--- src/rtl/op_spike_dec.sv ---
// Output-layer spike decoder: counts spikes per neuron over a W-step window,
// then scans the counts one neuron per cycle to pick the winning class.

module op_spike_cnt #(
    parameter int CW = 8
) (
    input  logic          clk,
    input  logic          rst,
    input  logic          clr,
    input  logic          inc,
    output logic [CW-1:0] cnt
);
    logic [CW-1:0] cnt_q, cnt_d;

    // Saturating counter: holds at all-ones instead of wrapping.
    always_comb begin
        cnt_d = cnt_q;
        if (clr)
            cnt_d = '0;
        else if (inc && (cnt_q != {CW{1'b1}}))
            cnt_d = cnt_q + 1'b1;
    end

    always_ff @(posedge clk) begin
        if (rst) cnt_q <= '0;
        else     cnt_q <= cnt_d;
    end

    assign cnt = cnt_q;
endmodule

module op_spike_dec #(
    parameter int N   = 10,
    parameter int W   = 24,
    parameter int CW  = 8,
    parameter int CLW = 4
) (
    input  logic            clk,
    input  logic            rst,
    input  logic            start_dec,
    input  logic [N-1:0]    spike_in,
    input  logic            spike_valid,
    output logic [CW*N-1:0] count,
    output logic [CLW-1:0]  class_out,
    output logic [CW-1:0]   max_count,
    output logic            valid_dec,
    output logic            busy
);
    localparam int STW = $clog2(W + 1);

    typedef enum logic [1:0] {IDLE, ACCUM, SCAN, DONE} state_t;

    state_t                   state_q, state_d;
    logic [STW-1:0]           step_q, step_d;
    logic [CLW-1:0]           idx_q, idx_d;
    logic [CLW-1:0]           class_q, class_d;
    logic [CW-1:0]            max_q, max_d;
    logic                     clr, inc_en;
    logic [N-1:0][CW-1:0]     cnt;
    logic [CW-1:0]            cur_cnt;

    for (genvar i = 0; i < N; i++) begin : g_lane
        op_spike_cnt #(.CW(CW)) u_cnt (
            .clk (clk),
            .rst (rst),
            .clr (clr),
            .inc (inc_en & spike_in[i]),
            .cnt (cnt[i])
        );
    end

    // Mux out the count under examination; indices >= N never occur in SCAN.
    always_comb begin
        cur_cnt = '0;
        for (int i = 0; i < N; i++)
            if (idx_q == CLW'(i)) cur_cnt = cnt[i];
    end

    always_comb begin
        state_d = state_q;
        step_d  = step_q;
        idx_d   = idx_q;
        class_d = class_q;
        max_d   = max_q;
        clr     = 1'b0;
        inc_en  = 1'b0;
        case (state_q)
            IDLE: begin
                if (start_dec) begin
                    clr     = 1'b1;
                    step_d  = '0;
                    class_d = '0;
                    max_d   = '0;
                    state_d = ACCUM;
                end
            end
            ACCUM: begin
                if (spike_valid) begin
                    inc_en = 1'b1;
                    step_d = step_q + 1'b1;
                    if (step_q == STW'(W - 1)) begin
                        idx_d   = '0;
                        class_d = '0;
                        max_d   = '0;
                        state_d = SCAN;
                    end
                end
            end
            SCAN: begin
                // Strict compare keeps the lowest index on ties.
                if (cur_cnt > max_q) begin
                    class_d = idx_q;
                    max_d   = cur_cnt;
                end
                idx_d = idx_q + 1'b1;
                if (idx_q == CLW'(N - 1))
                    state_d = DONE;
            end
            DONE:    state_d = IDLE;
            default: state_d = IDLE;
        endcase
    end

    always_ff @(posedge clk) begin
        if (rst) begin
            state_q <= IDLE;
            step_q  <= '0;
            idx_q   <= '0;
            class_q <= '0;
            max_q   <= '0;
        end else begin
            state_q <= state_d;
            step_q  <= step_d;
            idx_q   <= idx_d;
            class_q <= class_d;
            max_q   <= max_d;
        end
    end

    assign count     = cnt;
    assign class_out = class_q;
    assign max_count = max_q;
    assign valid_dec = (state_q == DONE);
    assign busy      = (state_q != IDLE);
endmodule

--- config.mk ---
export PLATFORM = sky130hd
export DESIGN_NAME = op_spike_dec
export DESIGN_NICKNAME = d
export VERILOG_FILES = /design/src/rtl/op_spike_dec.sv
export SDC_FILE = /design/constraint.sdc
export NUM_CORES = 1
export LEC_CHECK = 0
export BUFFER_PORTS_ARGS = -buffer_cell sky130_fd_sc_hd__buf_2
export CORE_MARGIN = 8
export CORE_UTILIZATION = 40
export CTS_CLUSTER_DIAMETER = 40
export DETAILED_ROUTE_END_ITERATION = 10
export HOLD_SLACK_MARGIN = 0.1
export PLACE_DENSITY_LB_ADDON = 0.2
export SETUP_SLACK_MARGIN = 0.15
export SLEW_MARGIN = 20
export SYNTH_ARGS = -nofsm -noshare
export SYNTH_HDL_FRONTEND = slang
export SYNTH_SLANG_ARGS = --single-unit
--- constraint.sdc ---
create_clock -name clk -period 5.3 [get_ports clk]
set_input_delay 0 -clock clk [delete_from_list [all_inputs] [get_ports clk]]
set_output_delay 0 -clock clk [all_outputs]
set_load 0.05 [all_outputs]
Word level (Yosys, flattened, before mapping)
Cells that the tools add are included.
{"block": "classes", "muxes": 33, "n_addsub": 12, "n_eq_ne": 28, "bitwise": 10, "n_mul": 0, "order_cmp": 1, "n_div": 0, "n_reduce_logical": 21, "n_shift": 0}
{"cell": "two-way mux 8 bit", "n": 14}
{"cell": "adder 8 x 1 -> 8 bit (second input constant)", "n": 10}
{"cell": "inequality test 8 bit (second input constant)", "n": 10}
{"cell": "one-hot mux 8 bit (3 select lines)", "n": 1}
{"cell": "== test 4 x 3 -> 1 bit (second input constant)", "n": 4}
{"cell": "two-way mux 4 bit", "n": 4}
{"cell": "one-hot mux 4 bit (3 select lines)", "n": 1}
{"cell": "AND 1 bit", "n": 10}
{"cell": "logical AND 1 bit", "n": 10}
{"cell": "two-way mux 5 bit", "n": 2}
{"cell": "inequality test 2 bit (second input constant)", "n": 5}
{"cell": "one-hot mux 5 bit (2 select lines)", "n": 1}
{"cell": "== test 4 x 2 -> 1 bit (second input constant)", "n": 2}
{"cell": "== test 4 bit (second input constant)", "n": 2}
{"cell": "greater-than comparator 8 bit", "n": 1}
{"cell": "two-way mux 2 bit", "n": 4}
{"cell": "one-hot mux 2 bit (4 select lines)", "n": 1}
{"cell": "one-hot mux 4 bit (2 select lines)", "n": 1}
{"cell": "AND reduction 3 bit", "n": 2}
{"cell": "nonzero test 2 bit", "n": 3}
{"cell": "adder 5 x 1 -> 5 bit (second input constant)", "n": 1}
{"cell": "== test 5 bit (second input constant)", "n": 1}
{"cell": "AND reduction 5 bit", "n": 1}
{"cell": "adder 4 x 1 -> 4 bit (second input constant)", "n": 1}
{"cell": "other kinds (9)", "n": 13}
{"block": "totals", "latchBits": 0, "mem_count": 0, "elab_cells": 120, "output_inout_bits": 94, "input_bits": 14, "rom_bits": 0, "reg_bits": 103, "ramBits": 0}

Logic depth before layout (Yosys ltp)
{"block": "logic_depth", "depth_word": 14, "mapped_depth": 15, "mapped_depth_nobuf": 12}

Cells and area by module
Synthesis repeated with hierarchy kept, for this count alone.
{"block": "unflattened", "hier_cells": 763, "area_unflattened_um2": 6814.0}
{"module": "op_spike_cnt", "area_per_inst_um2": 435.4, "seq_area_each_um2": 160.2, "n_inst": 10, "cells_each": 47}
{"module": "op_spike_dec", "area_per_inst_um2": 2459.9, "seq_area_each_um2": 460.4, "n_inst": 1, "cells_each": 293}

Least setup slack after synthesis
No wires, ideal clock.
{"block": "synth_timing", "path_kind": "register -> register", "start": "reg idx_q[0]", "end": "reg max_q[3], in the netlist max_count[3]", "stages_incl_launch_ff": 16, "period_less_slack_ps": 3114, "setup_ps": 59, "slack_ps": 2186, "required_ps": 5241, "path_buffers": 3, "arrival_time_ps": 3055, "cell_sequence": "dfxtp_1 -> inv_1 -> ha_1 -> buf_2 -> inv_1 -> clkbuf_1 -> a31oi_1 -> o31a_1 -> o21ai_1 -> ha_1 -> and4b_1 -> a2111oi_2 -> o21ai_1 -> buf_2 -> a211oi_1 -> a31o_1"}
{"block": "synth_between", "elab_chain_cells": 14, "elab_cells_between_ends": 25}
{"element": "start, declared", "line_no": "55", "source": "logic [CLW-1:0] idx_q, idx_d;"}
{"element": "start signal, assigned", "line_no": "134", "source": "idx_q <= idx_d;"}
{"element": "zero test 4 bit", "line_no": "76", "source": "if (idx_q == CLW'(i)) cur_cnt = cnt[i];"}
{"element": "two-way mux 8 bit (9 in series)", "line_no": "76"}
{"element": "two-way mux 8 bit (*)", "line_no": "76"}
{"element": "greater-than comparator 8 bit", "line_no": "111", "source": "if (cur_cnt > max_q) begin"}
{"element": "inequality test 2 bit (no source line)"}
{"element": "AND reduction 5 bit (no source line)"}
{"element": "end signal, assigned", "line_no": "136", "source": "max_q <= max_d;"}
{"element": "end, declared", "line_no": "57", "source": "logic [CW-1:0] max_q, max_d;"}
Every way passes the cells marked *; elsewhere a longest branch is shown, timed or not. The select of a mux whose other input is x is not followed.
A chain may end at the register's enable or synchronous reset.

Worst setup path after layout
{"block": "layout_timing", "start": "reg idx_q[1]", "end": "reg max_q[1], in the netlist max_count[1]"}
The elaborated chain is that of the path after synthesis.

==> flow_summary_export.csv <==
group,metric,value,unit
run_status,outcome,"finished clean",
clock_network,cts_setup_buffers,0,
power_and_ir_drop,power_frac_comb,0.249,
power_and_ir_drop,switchingPower,0.685,mW
yosys,ys_seq_elements,103,
clock_network,worstSkewPairLatency,350,ps
sta,rsz0062_at_grt,"false",
placement,portBuffers,107,
yosys,synth_cell_type_count,61,
sta,fin_setup_tns,0,ps
sta,hold_violations,0,
critical_path,cp_cell_sequence,"inv_1 > ha_1 > nor4bb_1 > a22oi_1 > o31a_1 > o21ai_1 > ha_1 > and4b_1 > a2111oi_2 > o21ai_1 > a211oi_1 > a31o_1",
routing,vias,5623,
floorplan,core_area,14500,sq um
critical_path,start_kind,"register",
routing,drc,0,
sta,finalSetupViolCount,0,
yosys,synth_edf_count,0,
placement,gp_routability_congestion,0.884,
min_path,hold_depth,4,
critical_path,worst_setup_path_end_kind,"register",
critical_path,critical_path_arrival,4530,ps
power_and_ir_drop,clkPwrFrac,0.338,
yosys,syn_area,5890,sq um
power_and_ir_drop,p_sw_frac,0.345,
yosys,netlist.area_leader.share,0.350,
routing,viasPerCell,5.72,
critical_path,critPathMaxFanout,21,
floorplan,die_area,18900,sq um
power_and_ir_drop,power.density,288,nW/um^2
routing,ant_nets,0,
layout,regArea,2060,sq um
sta,fmax,236,MHz
routing,totalWireLength,18200,microns
global_route,grt_pass1_vias,5324,
power_and_ir_drop,p_total,1.99,mW
global_route,grt_start_max_net_pins,81,
layout,fillers,1459,
sta,skew,5.51,ps
sta,tightest_slew,995,ps
sta,drv_slew,0,
global_route,grt-ovfl-total,0,
clock_network,clk_pin_slew,70,ps
routing,first_iter_violations,410,
critical_path,crit_type,"register to register",
clock_network,clk_path_buf_depth,2,
yosys,syn_area_per_cell,8.45,sq um
yosys,async_flop_share,0,
yosys,yosysSeqAreaShare,0.350,
floorplan,io_pins,108,
flow_run,drv_cap,0,
sta,slew_headroom,0.328,
sta,layout_min_cycle_time,4230,ps
clock_network,cts_tree,"built",
power_and_ir_drop,p_seq_frac,0.413,
power_and_ir_drop,irDropWorstVdd,0.216,mV
min_path,hp-class,"primary input to register",
layout,area_growth,17.2,%
yosys,synth_nets,739,
layout,fin_nets,836,
floorplan,fp.dieH,137,microns
floorplan,num_rows,44,
sta,fin_crit_sh,0.798,
yosys,synth.area.top_cells,"dfxtp_1 35%, xnor2_1 6.8%, ha_1 5.9%",
global_route,grt_pass1_wl,28600,microns
layout,n_antenna_cell,0,
power_and_ir_drop,internal-power,1.30,mW
yosys,syn_inst,697,
critical_path,required,5600,ps
yosys,ys.flop_type,"dfxtp_1",
layout,multi_input_area,3550,sq um
critical_path,reg2regPathDepth,12,
routing,drt-pass1-iter-count,5,
clock_network,cts_buffers,9,
placement,detailed_place_hpwl,13200,microns
power_and_ir_drop,p_leak,2.71,nW
clock_network,clkSinkCount,103,
clock_network,root_buffer,"clkbuf_16",
critical_path,cpMaxStageDelayCell,"nor4bb_1",
yosys,yosys.area.top_type,"dfxtp_1",
global_route,antenna_found_initial,0,
global_route,grt_usage,0.191,
routing,wl_per_cell,18.5,microns
yosys,ys_warn_count,0,
floorplan,start_util,0.407,
critical_path,critical_path.max_stage_delay,940,ps
clock_network,htreeDepth,3,
floorplan,die_w,137,microns
layout,layout-drive-gt1-share,0.183,
## power by group through the flow
stage                     clock network (mW)  logic (mW)  registers, mW
after floorplan                            0       0.356          0.856
after global routing                   0.716       0.542          0.823
after CTS                              0.687       0.492          0.820
after detailed placement                   0       0.485          0.838
final                                  0.672       0.495          0.820
after global placement                     0       0.474          0.836
## timing repair
item | 4_1_cts | 5_1_grt
hold buffers | 10 | 0
endpoints found under the hold margin | 25 | 0
endpoints found under the setup margin | 0 | 0
gates resized for setup | 0 | 0
## worst max-delay path, delay by kind of cell (launching register included)
kind | cells | cell delay [ps]
simple gates | 2 | 1150
fa+ha+maj | 2 | 740
flops | 1 | 430
compound gates | 7 | 1760
buf+inv | 1 | 90
## stage by stage
| stage | util | hold WS [ps] | cell area (sq um) | std cells | worst slack (ps) |
|---|---|---|---|---|---|
| 2_1_floorplan | - | 185 | 5890 | 697 | 2190 |
| 3_3_place_gp | 0.450 | 405 | 6510 | 957 | 1240 |
| 3_5_place_dp | 0.450 | 412 | 6510 | 957 | 1170 |
| 4_1_cts | 0.477 | 102 | 6900 | 983 | 1140 |
| 5_1_grt | 0.477 | 134 | 6900 | 983 | 714 |
| 6_report | 0.477 | 114 | 6900 | 983 | 1070 |
## flip-flops by register name (all words and copies together), names as in the netlist
signal and count:
class_out 4, max_count 8, idx_q 4, state_q 2, g_lane.u_cnt.cnt 80, step_q 5
## cells in the mapped netlist, drive strengths merged (9+ instances only)
cell	count
nand4	15
nand3	39
o21ai	37
dfxtp	103
a21oi	37
xor2	12
nor2	87
xnor2	46
nor3	37
inv	37
ha	28
or3	14
buf	13
nand2	32
a22oi	11
a21o	17
o221ai	15
mux2i	12
o211ai	9
clkbuf	18
## layout make-up
type | instances | share of cell area
well taps | 184 | 0.0333
multi-input cells | 526 | 0.514
flip-flops and latches | 103 | 0.299
inverters | 37 | 0.0201
repair buffers | 117 | 0.0921
clock inverters | 4 | 0.00652
clock buffers | 12 | 0.0357
## routing by layer
metal / GRT usage / vias to the layer above / part of all wire / wire length [microns]
met4: 0.0519 / 0 / 0.014 / 255
met1: 0.240 / 2724 / 0.44 / 7980
li1: - / 2711 / - / -
met5: 0 / - / 0 / 0
met2: 0.317 / 173 / 0.48 / 8700
met3: 0.0478 / 15 / 0.067 / 1210
## cell families (layout without fill, tap and decap cells)
group	count (synthesis)	count (layout)	synth area share
simple gates	248	248	0.206
xor+xnor	58	58	0.0862
fa+ha+maj	28	28	0.0595
mux	12	12	0.0204
compound gates	180	180	0.229
buf+inv	68	170	0.0493
flops	103	103	0.350
## cells in the final DEF, fill, tap and decap left out, drive strengths merged, types with 2 or more instances in the layout
| cell | synthesis | routed |
|---|---|---|
| buf | 13 | 107 |
| dfxtp | 103 | 103 |
| nor2 | 87 | 87 |
| xnor2 | 46 | 46 |
| nand3 | 39 | 39 |
| a21oi | 37 | 37 |
| inv | 37 | 37 |
| nor3 | 37 | 37 |
| o21ai | 37 | 37 |
| nand2 | 32 | 32 |
| ha | 28 | 28 |
| a21o | 17 | 17 |
| nand4 | 15 | 15 |
| o221ai | 15 | 15 |
| or3 | 14 | 14 |
| mux2i | 12 | 12 |
| xor2 | 12 | 12 |
| clkbuf | 18 | 12 |
| a22oi | 11 | 11 |
| dlygate4sd3 | 0 | 10 |
| o211ai | 9 | 9 |
| a31oi | 8 | 8 |
| a211oi | 8 | 8 |
| a221oi | 8 | 8 |
| a31o | 7 | 7 |
| o22ai | 6 | 6 |
| o31ai | 6 | 6 |
| and3 | 4 | 4 |
| nor2b | 3 | 3 |
| nand2b | 3 | 3 |
| clkinv | 0 | 3 |
| nand3b | 3 | 3 |
| and2 | 3 | 3 |
| and3b | 2 | 2 |
| o21a | 2 | 2 |
## final timing paths
check,from,end,slack (ps)
max,idx_q[1],max_count[1],1070
min,spike_in[8],g_lane[8].u_cnt.cnt[0],110
max reg2reg,idx_q[1],max_count[1],1070
min reg2reg,class_out[2],class_out[2],490
(Power assumes the default switching activity.)
